$ cat src/rtl/template_pkg.sv
// template_pkg: shared constants for the template_core timing block.
// Holds default counter/divider sizes, the wrap/saturate mode selectors and
// the divider width used by template_tick_gen.
package template_pkg;

   // Default configuration of the timing block
   localparam int DEF_CNT_WIDTH = 16;
   localparam int DEF_TICK_DIV  = 10;

   // Counter overflow behaviour selectors for WRAP_MODE
   localparam int WRAP = 1;
   localparam int SAT  = 0;

   // Width of the tick divider; TICK_DIV must fit in 1 .. 2**DIV_W-1
   localparam int DIV_W = 16;

   // Terminal divider value: the divider restarts after reaching this
   function automatic logic [DIV_W-1:0] div_last(input int tick_div);
      return DIV_W'(tick_div - 1);
   endfunction

endpackage

$ cat src/rtl/template_tick_gen.sv
// template_tick_gen: programmable divider producing a one-cycle tick every
// TICK_DIV enabled cycles, plus a heartbeat that toggles on each tick.
// Only instantiated when TEMPLATE_HEARTBEAT_EN is defined.
module template_tick_gen
   import template_pkg::*;
#(
   parameter int TICK_DIV = DEF_TICK_DIV
) (
   input  logic clk,
   input  logic reset,
   input  logic en,
   input  logic clr,
   output logic tick,
   output logic heartbeat
);

   localparam logic [DIV_W-1:0] DIV_LAST = div_last(TICK_DIV);

   logic [DIV_W-1:0] div_q, div_d;
   logic             tick_q, tick_d;
   logic             hb_q, hb_d;

   // Next-state: clear drops the partial period but keeps the heartbeat phase
   always_comb begin
      div_d  = div_q;
      tick_d = 1'b0;
      hb_d   = hb_q;
      if (clr) begin
         div_d = '0;
      end else if (en) begin
         if (div_q == DIV_LAST) begin
            div_d  = '0;
            tick_d = 1'b1;
            hb_d   = ~hb_q;
         end else begin
            div_d = div_q + 1'b1;
         end
      end
   end

   // State registers with synchronous reset
   always_ff @(posedge clk) begin
      if (reset) begin
         div_q  <= '0;
         tick_q <= 1'b0;
         hb_q   <= 1'b0;
      end else begin
         div_q  <= div_d;
         tick_q <= tick_d;
         hb_q   <= hb_d;
      end
   end

   assign tick      = tick_q;
   assign heartbeat = hb_q;

endmodule

$ cat src/rtl/template_core.sv
// template_core: free-running enabled-cycle counter with wrap pulse or sticky
// saturation flag, and an optional tick/heartbeat generator.
// Macro TEMPLATE_HEARTBEAT_EN builds the divider/heartbeat; without it,
// tick and heartbeat are tied low.
module template_core
   import template_pkg::*;
#(
   parameter int CNT_WIDTH = DEF_CNT_WIDTH,
   parameter int TICK_DIV  = DEF_TICK_DIV,
   parameter int WRAP_MODE = WRAP
) (
   input  logic                 clk,
   input  logic                 reset,
   input  logic                 en,
   input  logic                 clr,
   output logic [CNT_WIDTH-1:0] cycle_count,
   output logic                 tick,
   output logic                 heartbeat,
   output logic                 wrap,
   output logic                 sat
);

   localparam logic [CNT_WIDTH-1:0] CNT_MAX = '1;
   localparam logic [CNT_WIDTH-1:0] CNT_PEN = CNT_MAX - 1'b1;

   logic [CNT_WIDTH-1:0] cnt_q, cnt_d;
   logic                 wrap_q, wrap_d;
   logic                 sat_q, sat_d;

   // Counter next-state: clear beats enable; overflow either wraps or pins
   always_comb begin
      cnt_d  = cnt_q;
      wrap_d = 1'b0;
      sat_d  = sat_q;
      if (clr) begin
         cnt_d = '0;
         sat_d = 1'b0;
      end else if (en) begin
         if (cnt_q == CNT_MAX) begin
            if (WRAP_MODE == WRAP) begin
               cnt_d  = '0;
               wrap_d = 1'b1;
            end else begin
               sat_d = 1'b1;
            end
         end else begin
            cnt_d = cnt_q + 1'b1;
            // Flag saturation on the edge that first reaches all-ones
            if ((WRAP_MODE == SAT) && (cnt_q == CNT_PEN)) begin
               sat_d = 1'b1;
            end
         end
      end
   end

   // Counter and flag registers with synchronous reset
   always_ff @(posedge clk) begin
      if (reset) begin
         cnt_q  <= '0;
         wrap_q <= 1'b0;
         sat_q  <= 1'b0;
      end else begin
         cnt_q  <= cnt_d;
         wrap_q <= wrap_d;
         sat_q  <= sat_d;
      end
   end

   assign cycle_count = cnt_q;
   assign wrap        = wrap_q;
   assign sat         = sat_q;

`ifdef TEMPLATE_HEARTBEAT_EN
   template_tick_gen #(
      .TICK_DIV (TICK_DIV)
   ) u_tick_gen (
      .clk       (clk),
      .reset     (reset),
      .en        (en),
      .clr       (clr),
      .tick      (tick),
      .heartbeat (heartbeat)
   );
`else
   assign tick      = 1'b0;
   assign heartbeat = 1'b0;
`endif

endmodule

$ cat config.mk
export PLATFORM = sky130hd
export DESIGN_NAME = template_core
export DESIGN_NICKNAME = d
export VERILOG_FILES = /design/src/rtl/template_pkg.sv /design/src/rtl/template_tick_gen.sv /design/src/rtl/template_core.sv
export SDC_FILE = /design/constraint.sdc
export NUM_CORES = 1
export LEC_CHECK = 0
export BUFFER_PORTS_ARGS = -buffer_cell sky130_fd_sc_hd__buf_2
export CAP_MARGIN = 20
export CORE_MARGIN = 2
export CORE_UTILIZATION = 35
export CTS_BUF_LIST = sky130_fd_sc_hd__clkbuf_4
export DETAILED_ROUTE_END_ITERATION = 16
export PLACE_DENSITY = 0.63
export SYNTH_ARGS = -nofsm -noshare
export SYNTH_HDL_FRONTEND = slang
export SYNTH_HIERARCHICAL = 1
export SYNTH_SLANG_ARGS = --single-unit
$ cat constraint.sdc
create_clock -name clk -period 1.76 [get_ports clk]
set_clock_uncertainty 0.2 [all_clocks]
set_input_delay 0.264 -clock clk [delete_from_list [all_inputs] [get_ports clk]]
set_output_delay 0.264 -clock clk [all_outputs]
set_load 0.005 [all_outputs]
==> results.txt <==
----------------------------------------------------
[Worst hold path]
  Class of the worst hold path ... primary input to flop
  Depth of the worst hold-timing path ... 4

[Outcome]
  Result of the run ... complete, no violations

[Cells and area]
  Synthesis-to-finish area growth ... 27.26%
  Footprint of the flip-flops and latches ... between 300 and 400 µm²
  Layout fillers ... ~230
  Share of the core filled with cells in the final layout ... between 40% and 50%
  Number of antenna repair diodes ... 0
  Number of nets in the finished design ... approximately 130
  Proportion of layout cells with a drive suffix above 1 ... ~34%
  Multi-input combinational cell area ... between 400 and 500 µm²

[CTS]
  Number of buffers added by the clock tree synthesis step ... 3
  CTS Buffer Depth ... 2
  Number of clock sinks ... 17
  CTS tree ... done
  Cell at the root of the clock tree ... sky130_fd_sc_hd__clkbuf_4
  CTS clk-pin slew, worst paths ... around 0.10 ns
  Number of levels the H-tree was split into ... 1
  Post-cts hold buffer count ... 0
  Setup fix buffers added after clock tree synthesis ... 0
  Worst skew pair latency ... 0.30 ns

[Synthesis]
  Fraction of the yosys area taken by sequential cells ... between 40% and 50%
  Count of yosys warnings during synthesis ... 6
  Post-synth cell types ... 25
  Post-synthesis instance total ... approximately 90
  Netlist area before placement ... about 800 µm²
  Post-synthesis area per instance ... 8.731 µm²
  Register bit total from synthesis ... 17

[Drt]
  Total number of vias ... a little over 700
  Final Routed Wirelength ... 1678 µm
  Iteration-0 DRC count of the detailed router ... 12
  Remaining DRCs ... 0
  Initial DRT Pass Iterations ... 2
  Via density per instance ... 4.735
  Post-DRT Antenna Nets ... 0
  Post-DR wirelength/cell ... roughly 11 µm

[Floorplanning]
  Die width ... just over 50 µm
  Row cnt ... 17
  Area of the die ... around 0.0027 mm²
  Standard cell core area ... about 0.0022 mm²
  IO Count ... 24
  Initial Util ... ~37%
  Die boundary height ... roughly 52 µm

[GRT]
  Initial antenna violation count ... 0
  Overall overflow remaining after global route ... 0
  GRT Util Overall ... between 10% and 20%
  Maximum number of pins on one net before global-route repair ... 11
  Via count of the first global-routing pass ... between 600 and 700
  First-pass GRT wire length ... 2856 µm

[Pwr]
  Power consumption ... 625.6 µW
  Power density of the placed cells ... 612.0 mW/mm²
  Sw Ratio ... a little under a quarter
  Proportion of power drawn by flip-flops and latches ... between 60% and 70%
  Share of total power in the clock network ... 33.5%
  Lkg Pwr ... roughly 0.00047 µW
  Net switching component of the power ... 142.5 µW
  Total internal power ... just under 500 µW
  Combinational power share ... between 4 and 5%
  Largest voltage drop on the vdd net ... 0.0003632 V

[STA]
  Smallest setup slack after layout ... 0.09273 ns
  Pins Over Slew Limit ... 0
  Final worst path period need ... roughly 1.7 ns
  Setup TNS ... 0 ns
  Unrepaired setup endpoints after global routing ... no
  Post-route clock period utilization ... a little over nine tenths
  Final hold slack ... 0.07000 ns
  Upper clock frequency limit ... 599.8 MHz
  Final setup viols ... 0
  Final Hold Violating Endpoints ... 0

[Placed design]
  Routability cong. ... roughly 0.78
  DP HPWL ... around 1400 µm
  Buffers added on ports ... 20
  Dpl ws ... around 0.048 ns

[Critical path]
  Endpoint kind of the worst setup timing path ... flop
  Required time at the endpoint of the critical path ... between 1.5 and 2 ns
  Critical Path Fanout Max ... 5
  Start-to-end type of the worst setup path ... flop to flop
  Worst Reg-to-Reg Cells ... 4
  Data arrival at the endpoint of the critical path ... about 1.7 ns
  Type of origin of the critical path ... flop

[Job]
  Max cap viols ... 0

----------------------------------------------------
==> per-layer routing <==
layer / track usage [%] / vias to the layer above / share of wire [%]
li1: - / 374 / -
met1: 18.46 / 316 / 49
met2: 21.52 / 19 / 44
met3: 2.874 / 6 / 4.0
met4: 10.09 / 0 / 2.6
met5: 0 / - / 0
==> worst max-delay path, cell delays in order (launching register included) <==
cell and delay, ns:
sky130_fd_sc_hd__dfxtp_2 0.38, sky130_fd_sc_hd__and4_2 0.30, sky130_fd_sc_hd__nand2_2 0.07, sky130_fd_sc_hd__or4_1 0.51, sky130_fd_sc_hd__a21oi_1 0.15
==> area by class of cell <==
| class | instances | share of cell area [%] |
|---|---|---|
| Multi-Input combinational cell | 69 | 41.13 |
| Sequential cell | 17 | 33.41 |
| Timing Repair Buffer | 33 | 19.34 |
| Tap cell | 28 | 3.427 |
| Clock buffer | 3 | 2.203 |
| Clock inverter | 1 | 0.4896 |
==> worst paths after layout <==
kind / startpoint / end / slack [ns]
min: reset / cycle_count[14] / 0.07
max: cycle_count[3] / cycle_count[15] / 0.09
max reg2reg: cycle_count[3] / cycle_count[15] / 0.09
min reg2reg: cycle_count[15] / cycle_count[15] / 0.33
==> synthesized netlist by cell type <==
master / number / area, µm²
sky130_fd_sc_hd__conb_1: 1 / 3.750
sky130_fd_sc_hd__nand3_1: 4 / 20.02
sky130_fd_sc_hd__buf_1: 1 / 3.750
sky130_fd_sc_hd__and3_1: 4 / 25.02
sky130_fd_sc_hd__mux2i_1: 1 / 10.01
sky130_fd_sc_hd__nand3_2: 1 / 10.01
sky130_fd_sc_hd__a21oi_1: 1 / 5.000
sky130_fd_sc_hd__or4_1: 3 / 22.52
sky130_fd_sc_hd__and4_1: 3 / 26.28
sky130_fd_sc_hd__o21ai_0: 1 / 5.000
sky130_fd_sc_hd__buf_2: 2 / 10.01
sky130_fd_sc_hd__xnor2_1: 3 / 26.28
sky130_fd_sc_hd__or2_2: 1 / 6.260
sky130_fd_sc_hd__nand2_2: 1 / 6.260
sky130_fd_sc_hd__ha_1: 1 / 12.51
sky130_fd_sc_hd__nand4_1: 6 / 37.54
sky130_fd_sc_hd__and2_1: 1 / 6.260
sky130_fd_sc_hd__nor3_1: 1 / 5.000
sky130_fd_sc_hd__o211ai_1: 2 / 15.01
sky130_fd_sc_hd__xor2_1: 9 / 78.83
sky130_fd_sc_hd__dfxtp_1: 17 / 340.3
sky130_fd_sc_hd__o31ai_1: 1 / 7.510
sky130_fd_sc_hd__nand2_1: 6 / 22.52
sky130_fd_sc_hd__nor2_1: 16 / 60.06
sky130_fd_sc_hd__buf_4: 5 / 37.54
==> registers in the layout, indices dropped and copies added (netlist names) <==
signal / flops
cycle_count: 16
wrap: 1
==> cells by family (layout without fill, tap and decap cells) <==
logic type / count (synthesis) / in the layout / synth area share (%)
mux: 1 / 1 / 1.246
xor+xnor: 12 / 12 / 13.09
buf+inv: 8 / 37 / 6.386
simple gates: 47 / 47 / 30.84
other cells: 1 / 3 / 0.4668
compound gates: 5 / 5 / 4.048
fa+ha+maj: 1 / 1 / 1.557
flops: 17 / 17 / 42.37
==> placed cells by master, fill, tap and decap left out, types with 2 or more instances in the layout <==
| master | synthesis | final |
|---|---|---|
| sky130_fd_sc_hd__conb_1 | 1 | 3 |
| sky130_fd_sc_hd__nand4_1 | 6 | 6 |
| sky130_fd_sc_hd__buf_2 | 2 | 20 |
| sky130_fd_sc_hd__nand2_1 | 6 | 6 |
| sky130_fd_sc_hd__or4_1 | 3 | 3 |
| sky130_fd_sc_hd__and4_1 | 3 | 2 |
| sky130_fd_sc_hd__nor2_1 | 16 | 16 |
| sky130_fd_sc_hd__xnor2_1 | 3 | 3 |
| sky130_fd_sc_hd__buf_4 | 5 | 13 |
| sky130_fd_sc_hd__nand3_1 | 4 | 4 |
| sky130_fd_sc_hd__clkbuf_4 | 0 | 3 |
| sky130_fd_sc_hd__dfxtp_1 | 17 | 16 |
| sky130_fd_sc_hd__and3_1 | 4 | 4 |
| sky130_fd_sc_hd__o211ai_1 | 2 | 2 |
| sky130_fd_sc_hd__xor2_1 | 9 | 9 |
==> timing repair <==
item                                    in CTS  in global routing
endpoints found under the setup margin       0                 14
gates resized for setup                      0                  3
hold endpoints to repair                     0                  0
==> metrics by stage <==
step           std cells  cell area (µm²)
2_1_floorplan         94            810.8
3_3_place_gp         147            992.2
3_5_place_dp         147            992.2
4_1_cts              151             1020
5_1_grt              151             1022
6_report             151             1022
==> power by group through the flow <==
stage	logic (µW)	clock network, µW	registers, µW
floorplan	21.6	0	397
global placement	27.3	0	397
detailed placement	27.6	0	397
CTS	27.7	216	388
global route	31.3	244	389
finish	27.9	210	388
No activity file was read; power rests on OpenSTA's default activity.
